`src/rtl/alu_issue.sv`:
```
// Single-issue sequencer: decodes an instruction, reads two operands from a
// 32-entry register file, hands them to an external ALU and writes the result back.
module alu_issue #(
    parameter int unsigned XLEN = 32
) (
    input  logic            clk,
    input  logic            rst_n,
    input  logic [31:0]     instr,
    input  logic            instr_valid,
    output logic            instr_ready,
    output logic [XLEN-1:0] alu_op_a,
    output logic [XLEN-1:0] alu_op_b,
    output logic [6:0]      alu_op_code,
    output logic [5:0]      alu_ar_code,
    input  logic [XLEN-1:0] alu_out,
    output logic            wb_valid,
    output logic [4:0]      wb_addr,
    output logic [XLEN-1:0] wb_data,
    output logic            err,
    input  logic [4:0]      dbg_addr,
    output logic [XLEN-1:0] dbg_data
);

    localparam int unsigned NREGS = 32;

    typedef enum logic [1:0] {
        IDLE,
        READ,
        EXEC,
        WB
    } state_t;

    state_t          state_q, state_d;
    logic [6:0]      op_code_q, op_code_d;
    logic [4:0]      rd_q, rd_d;
    logic [4:0]      rs1_q, rs1_d;
    logic [4:0]      rs2_q, rs2_d;
    logic [5:0]      ar_code_q, ar_code_d;
    logic            instr_ready_q, instr_ready_d;
    logic [XLEN-1:0] alu_op_a_q, alu_op_a_d;
    logic [XLEN-1:0] alu_op_b_q, alu_op_b_d;
    logic [6:0]      alu_op_code_q, alu_op_code_d;
    logic [5:0]      alu_ar_code_q, alu_ar_code_d;
    logic            wb_valid_q, wb_valid_d;
    logic [4:0]      wb_addr_q, wb_addr_d;
    logic [XLEN-1:0] wb_data_q, wb_data_d;
    logic            err_q, err_d;
    logic [XLEN-1:0] rf_q [NREGS];
    logic [XLEN-1:0] rf_d [NREGS];

    // Low nibble of the instruction word carries no information.
    logic unused_instr_bits;
    assign unused_instr_bits = ^instr[3:0];

    // Next-state and output logic.
    always_comb begin
        state_d       = state_q;
        op_code_d     = op_code_q;
        rd_d          = rd_q;
        rs1_d         = rs1_q;
        rs2_d         = rs2_q;
        ar_code_d     = ar_code_q;
        alu_op_a_d    = alu_op_a_q;
        alu_op_b_d    = alu_op_b_q;
        alu_op_code_d = alu_op_code_q;
        alu_ar_code_d = alu_ar_code_q;
        wb_valid_d    = 1'b0;
        wb_addr_d     = wb_addr_q;
        wb_data_d     = wb_data_q;
        err_d         = 1'b0;
        rf_d          = rf_q;

        case (state_q)
            IDLE: begin
                if (instr_valid && instr_ready_q) begin
                    op_code_d = instr[31:25];
                    rd_d      = instr[24:20];
                    rs1_d     = instr[19:15];
                    rs2_d     = instr[14:10];
                    ar_code_d = instr[9:4];
                    state_d   = READ;
                end
            end
            READ: begin
                // Operand registers double as the ALU-facing outputs.
                alu_op_a_d    = rf_q[rs1_q];
                alu_op_b_d    = rf_q[rs2_q];
                alu_op_code_d = op_code_q;
                alu_ar_code_d = ar_code_q;
                state_d       = EXEC;
            end
            EXEC: begin
                if (op_code_q != 7'd0) begin
                    err_d = 1'b1;
                end else if ((ar_code_q != 6'd0) && (rd_q != 5'd0)) begin
                    wb_valid_d = 1'b1;
                    wb_addr_d  = rd_q;
                    wb_data_d  = alu_out;
                end
                state_d = WB;
            end
            WB: begin
                if (wb_valid_q) begin
                    rf_d[wb_addr_q] = wb_data_q;
                end
                state_d = IDLE;
            end
            default: state_d = IDLE;
        endcase

        instr_ready_d = (state_d == IDLE);
    end

    always_ff @(posedge clk or negedge rst_n) begin
        if (!rst_n) begin
            state_q       <= IDLE;
            op_code_q     <= '0;
            rd_q          <= '0;
            rs1_q         <= '0;
            rs2_q         <= '0;
            ar_code_q     <= '0;
            instr_ready_q <= 1'b1;
            alu_op_a_q    <= '0;
            alu_op_b_q    <= '0;
            alu_op_code_q <= '0;
            alu_ar_code_q <= '0;
            wb_valid_q    <= 1'b0;
            wb_addr_q     <= '0;
            wb_data_q     <= '0;
            err_q         <= 1'b0;
            for (int i = 0; i < NREGS; i++) begin
                rf_q[i] <= '0;
            end
        end else begin
            state_q       <= state_d;
            op_code_q     <= op_code_d;
            rd_q          <= rd_d;
            rs1_q         <= rs1_d;
            rs2_q         <= rs2_d;
            ar_code_q     <= ar_code_d;
            instr_ready_q <= instr_ready_d;
            alu_op_a_q    <= alu_op_a_d;
            alu_op_b_q    <= alu_op_b_d;
            alu_op_code_q <= alu_op_code_d;
            alu_ar_code_q <= alu_ar_code_d;
            wb_valid_q    <= wb_valid_d;
            wb_addr_q     <= wb_addr_d;
            wb_data_q     <= wb_data_d;
            err_q         <= err_d;
            for (int i = 0; i < NREGS; i++) begin
                rf_q[i] <= rf_d[i];
            end
        end
    end

    assign instr_ready = instr_ready_q;
    assign alu_op_a    = alu_op_a_q;
    assign alu_op_b    = alu_op_b_q;
    assign alu_op_code = alu_op_code_q;
    assign alu_ar_code = alu_ar_code_q;
    assign wb_valid    = wb_valid_q;
    assign wb_addr     = wb_addr_q;
    assign wb_data     = wb_data_q;
    assign err         = err_q;
    assign dbg_data    = (dbg_addr == 5'd0) ? '0 : rf_q[dbg_addr];

endmodule

```
`config.mk`:
```
export PLATFORM = sky130hd
export DESIGN_NAME = alu_issue
export DESIGN_NICKNAME = d
export VERILOG_FILES = /design/src/rtl/alu_issue.sv
export SDC_FILE = /design/constraint.sdc
export NUM_CORES = 2
export LEC_CHECK = 0
export CAP_MARGIN = 15
export CORE_ASPECT_RATIO = 0.75
export CORE_MARGIN = 2
export CORE_UTILIZATION = 55
export DETAILED_ROUTE_END_ITERATION = 7
export PLACE_DENSITY = 0.73
export SLEW_MARGIN = 20
export SYNTH_ARGS = -nofsm -noshare
export SYNTH_HDL_FRONTEND = slang
export SYNTH_SLANG_ARGS = --single-unit
```
`constraint.sdc`:
```
create_clock -name clk -period 3.25 [get_ports clk]
set_input_delay 0.4875 -clock clk [delete_from_list [all_inputs] [get_ports clk]]
set_output_delay 0.4875 -clock clk [all_outputs]
set_load 0.02 [all_outputs]
```
## Word level (Yosys, flattened, before mapping)

Cells that the tools add are included.

- Bits of input ports: 72
- Register bits after elaboration: 1,171

- Bitwise logic cells: 5
- Muxes and demuxes: 20
- Equality and inequality tests: 3
- Reductions and logical operators: 12
- $lt $le $gt $ge: 5

Operators with widths:

| cell | number |
|---|---|
| 1024-bit bitwise mux | 1 |
| 32-bit binary-select mux with 5-bit select | 3 |
| 32-bit two-way mux | 8 |
| 32-bit demux with 5-bit select | 1 |
| 6-bit >= comparator, second input constant | 4 |
| 5-bit NOT with 6-bit output | 4 |
| 2-bit case mux with 4 select lines | 1 |
| 7-bit nonzero test | 1 |
| 6-bit by 1-bit < comparator with 1-bit output, second input constant | 1 |
| 6-bit nonzero test | 1 |
| 5-bit logical NOT | 1 |
| 1-bit two-way mux | 5 |
| 5-bit nonzero test | 1 |
| 2-bit equality test, second input constant | 2 |
| 2-bit logical NOT | 2 |
| 2-bit AND reduction | 2 |
| 1-bit logical AND | 3 |
| 3-bit AND reduction | 1 |
| 2-bit by 1-bit equality test with 1-bit output, second input constant | 1 |
| 2-bit two-way mux | 1 |
| 1-bit NOT | 1 |

## Logic depth before layout (Yosys ltp)

- Depth after elaboration: 6
- Depth in mapped cells: 8
- Gate-level depth less buffers: 6

## Worst setup path after synthesis

Ideal clock, no wire load.

- Path type: input-to-output
- Start point: in dbg_addr[1]
- End point: out dbg_data[0]
- Required time: 2.762 ns
- Data arrival time: 2.214 ns
- Slack: 0.548 ns
- Cell stages on the path: 7
- Path through: buf_2 > clkbuf_1 > clkbuf_1 > mux4_2 > mux4_2 > nand2_1 > o21ai_1

- Cells in the longest elaborated chain, start to end: 5
- Elaborated cells on any way between the ends: 6
- Those cells by class: mux (4); bitwise (1); reduce/logical (1)

Ends and longest elaborated chain:

| element | line | text |
|---|---|---|
| start: declaration | 20 | `input logic [4:0] dbg_addr,` |
| 5-bit NOT with 6-bit output (not written as such) | 165 | `assign dbg_data = (dbg_addr == 5'd0) ? '0 : rf_q[dbg_addr];` |
| 32-bit binary-select mux with 5-bit select | 165 |  |
| 32-bit two-way mux (not written as such) (2 in series) | 165 |  |
| 32-bit two-way mux * | 165 |  |
| end: declaration | 21 | `output logic [XLEN-1:0] dbg_data` |

Every way passes the cells marked *; elsewhere a longest branch is shown, timed or not. The select of a mux whose other input is x is not followed.

## Worst setup path in the final report

- Start point: reg rf_q[51] (netlist bit)
- End point: out dbg_data[19]

- Cells in the longest elaborated chain, start to end: 4

Ends and longest elaborated chain:

| element | line | text |
|---|---|---|
| start: declaration | 48 | `logic [XLEN-1:0] rf_q [NREGS];` |
| start signal: indexed assignment | 151 | `rf_q[i] <= rf_d[i];` |
| 32-bit binary-select mux with 5-bit select | 165 |  |
| 32-bit two-way mux (not written as such) (2 in series) | 165 |  |
| 32-bit two-way mux | 165 |  |

No other way between the ends. The select of a mux whose other input is x is not followed.

==> flow_summary_export.csv <==
group,metric,value,unit
placed_design,preCtsSetupSlack,-0.118,ns
status,status,"finished, final reports clean",
route,wl_met1,92600,microns
route,vias,50600,
power_and_ir_drop,irDropWorstVdd,0.680,mV
layout,final_nets,5455,
timing,hold_viol_final,0,
synth,synthDistinctLibCells,33,
synth,yosysTopAreaCell,"dfrtp_1",
worst_setup_path,arrival,2.72,ns
timing,skew,0.0199,ns
timing,slew_headroom,0.336,
die,io_pins,221,
placed_design,port_buffers,216,
worst_setup_path,critPathLaunchType,"flip-flop",
synth,ys_warn_count,0,
die,core.rowCount,112,
worst_setup_path,startpoint,"rf_q[51]",
layout,stdcell_count,7133,
route,routed_via_density,7.10,
route,drt_iter0_drc,6708,
die,initial_core_util,0.553,
clocking,cts_root_buf,"clkbuf_16",
placed_design,dp_hpwl,133000,microns
worst_setup_path,r2r-end,"rf_q[444]",
timing,drv_slew,0,
route,dr.pass1.iters,8,
placed_design,gp_congestion,0.885,
clocking,cts_sinks,1171,
worst_setup_path,required,2.76,ns
worst_setup_path,r2r_cells,6,
synth,syn_nets,5319,
timing,setup_viol,0,
timing,fin_ws,0.0442,ns
route,wl,231000,microns
synth,synthArstFlopShare,1.00,
synth,ys.flop_type,"dfrtp_1",
layout,syn_to_final_growth,15.4,%
worst_setup_path,reg2reg_slack,0.41,ns
layout,drive_gt1_frac,0.383,
global_routing,grt_pass1_vias,49800,
global_routing,antenna_found_initial,2,
global_routing,grt_pass1_wl,341000,microns
layout,fillCellCount,9378,
worst_setup_path,cp_max_fo,4,
worst_hold_path,hp-class,"input port to async pin",
synth,syn-cell-area,0.0687,sq mm
layout,final_core_util,0.639,
route,antenna_left,0,
timing,period_needed,3.21,ns
synth,synth_area_leaders,"dfrtp_1 (43%), mux2_2 (19%), mux2i_1 (15%), mux4_2 (10%), a22oi_1 (5.6%)",
clocking,worstSkewPairLatency,0.77,ns
job,maxCapViolations,0,
global_routing,grt_overflow,0,
clocking,cts_htree_levels,3,
clocking,path_clk_slew,0.06,ns
die,core_area,0.124,sq mm
route,wl_met3,24600,microns
synth,synth_area_per_cell,13.1,sq um
timing,fin_tns_setup,0,ns
worst_setup_path,end_kind,"output pin",
power_and_ir_drop,powerDensity,716,mW/mm^2
clocking,cts_tree,"built",
worst_setup_path,r2r_start,"state_q[0]",
route,top_layer_used,"met5",
synth,synth_edf_count,0,
clocking,clockBufferDepth,3,
die,dieArea,0.128,sq mm
synth,synth_top_area_share,0.426,
placed_design,dp_cells,6901,
die,die_x,412,microns
layout,antenna_cells,0,
route,met2_length,101000,microns
power_and_ir_drop,power.leakage,36.1,nW
timing,fmax,312,MHz
route,wl_per_cell,32.5,microns
worst_setup_path,path_class,"flip-flop to output pin",
timing,period_share,0.986,
timing,rsz0062_at_grt,"false",
global_routing,grt_start_max_net_pins,123,
timing,worst_pin_slew,0.996,ns
power_and_ir_drop,power,56.8,mW
route,drc,0,
synth,synth-seq-area-share,0.426,
clocking,cts-buffers-inserted,119,
synth,ys_ff_latch,1171,
synth,syn_inst,5242,
die,die-height,310,microns
global_routing,grt_usage,0.360,
[cell type report]
type / instances / area, sq um / share of cell area
clock buffer: 159 / 3370 / 0.0425
sequential: 1171 / 29300 / 0.370
inverter: 35 / 131 / 0.00166
multi-input combinational: 3492 / 37200 / 0.469
timing repair buffer: 559 / 6410 / 0.0809
tap: 1653 / 2070 / 0.0261
clock inverter: 64 / 771 / 0.00972
[sequential cells by signal, indices dropped and copies added (netlist names)]
| register | flops |
|---|---|
| wb_data | 32 |
| wb_valid | 1 |
| wb_addr | 5 |
| instr_ready | 1 |
| rd_q | 5 |
| err | 1 |
| alu_op_b | 32 |
| op_code_q | 7 |
| rf_q | 1024 |
| state_q | 2 |
| rs2_q | 5 |
| alu_ar_code | 6 |
| ar_code_q | 6 |
| alu_op_a | 32 |
| alu_op_code | 7 |
| rs1_q | 5 |
[metal layers]
metal,up-vias,global-route usage
met4,4,0.176
met1,26100,0.499
met5,-,0
li1,20500,-
met2,3232,0.534
met3,797,0.0876
[cells in the final DEF (no fill, tap or decap), types with 5 or more instances in the layout]
master	count
clkbuf_16	119
clkinvlp_4	10
buf_4	210
o21ai_1	29
nor2_4	18
mux4_2	320
nor2b_4	7
inv_6	6
mux2_2	1156
buf_12	134
clkbuf_8	24
clkbuf_2	5
clkbuf_1	16
nor2_1	5
bufinv_16	14
a22oi_1	512
clkdlybuf4s50_1	178
nor4_1	65
clkinv_2	28
mux2_1	10
clkdlybuf4s15_1	6
a21oi_1	259
nand2_1	34
dlygate4sd2_1	16
dfrtp_1	1168
inv_1	35
nand2_4	12
mux2i_1	1024
[how the worst max path moves through the flow]
stage                        end  slack, ns  depth (start not counted)
global placement    dbg_data[10]      -0.12                          8
global route        dbg_data[21]     0.0005                          5
floorplan            dbg_data[0]       0.55                          7
detailed placement  dbg_data[10]      -0.12                          8
CTS                 dbg_data[31]      0.006                          5
finish              dbg_data[19]       0.04                          5
[Yosys cell counts (all sizes together) (2+ instances only)]
master	number
mux4	320
nor2	23
mux2	1166
nor2b	8
mux2i	1024
nor3	4
dfrtp	1170
nor3b	3
clkbuf	269
nand3b	3
ha	5
nand2	48
nand3	3
or4	2
buf	275
nor4	66
or2	3
a21oi	259
a22oi	512
nand2b	4
o21ai	32
inv	35
and2	3
[worst max-delay path: stages (launching register included)]
cell           delay (ns)
dfrtp_1              0.43
mux4_2               0.47
mux4_2               0.48
nand2_1              0.09
o21ai_1              0.12
dlygate4sd2_1        0.37
[report_power, final]
part           switching [mW]  total, mW  leakage [nW]  internal [mW]
Sequential              0.923       16.4          16.1           15.5
Combinational            15.5       25.7          18.0           10.2
Clock                    6.27       14.7          2.03           8.40
[metrics by stage]
stage	hold slack [ns]	instance area [sq um]
2_1_floorplan	0.192	68700
3_3_place_gp	0.424	75100
3_5_place_dp	0.433	75100
4_1_cts	0.240	79200
5_1_grt	0.271	79300
6_report	0.265	79300
[kinds of logic (layout without fill, tap and decap cells)]
logic type	count (synthesis)	count (layout)	synth area share
mux	2510	2510	0.445
flops	1171	1171	0.426
compound gates	804	804	0.0773
fa+ha+maj	5	5	0.000910
simple gates	173	173	0.0133
buf+inv	579	817	0.0369
[timing repair]
action	in CTS	in global routing
hold buffers	1	0
resized for setup	42	15
endpoints found under the hold margin	73	0
buffers inserted	0	8
endpoints found under the setup margin	32	13
cloned	0	0
(Power assumes the default switching activity.)
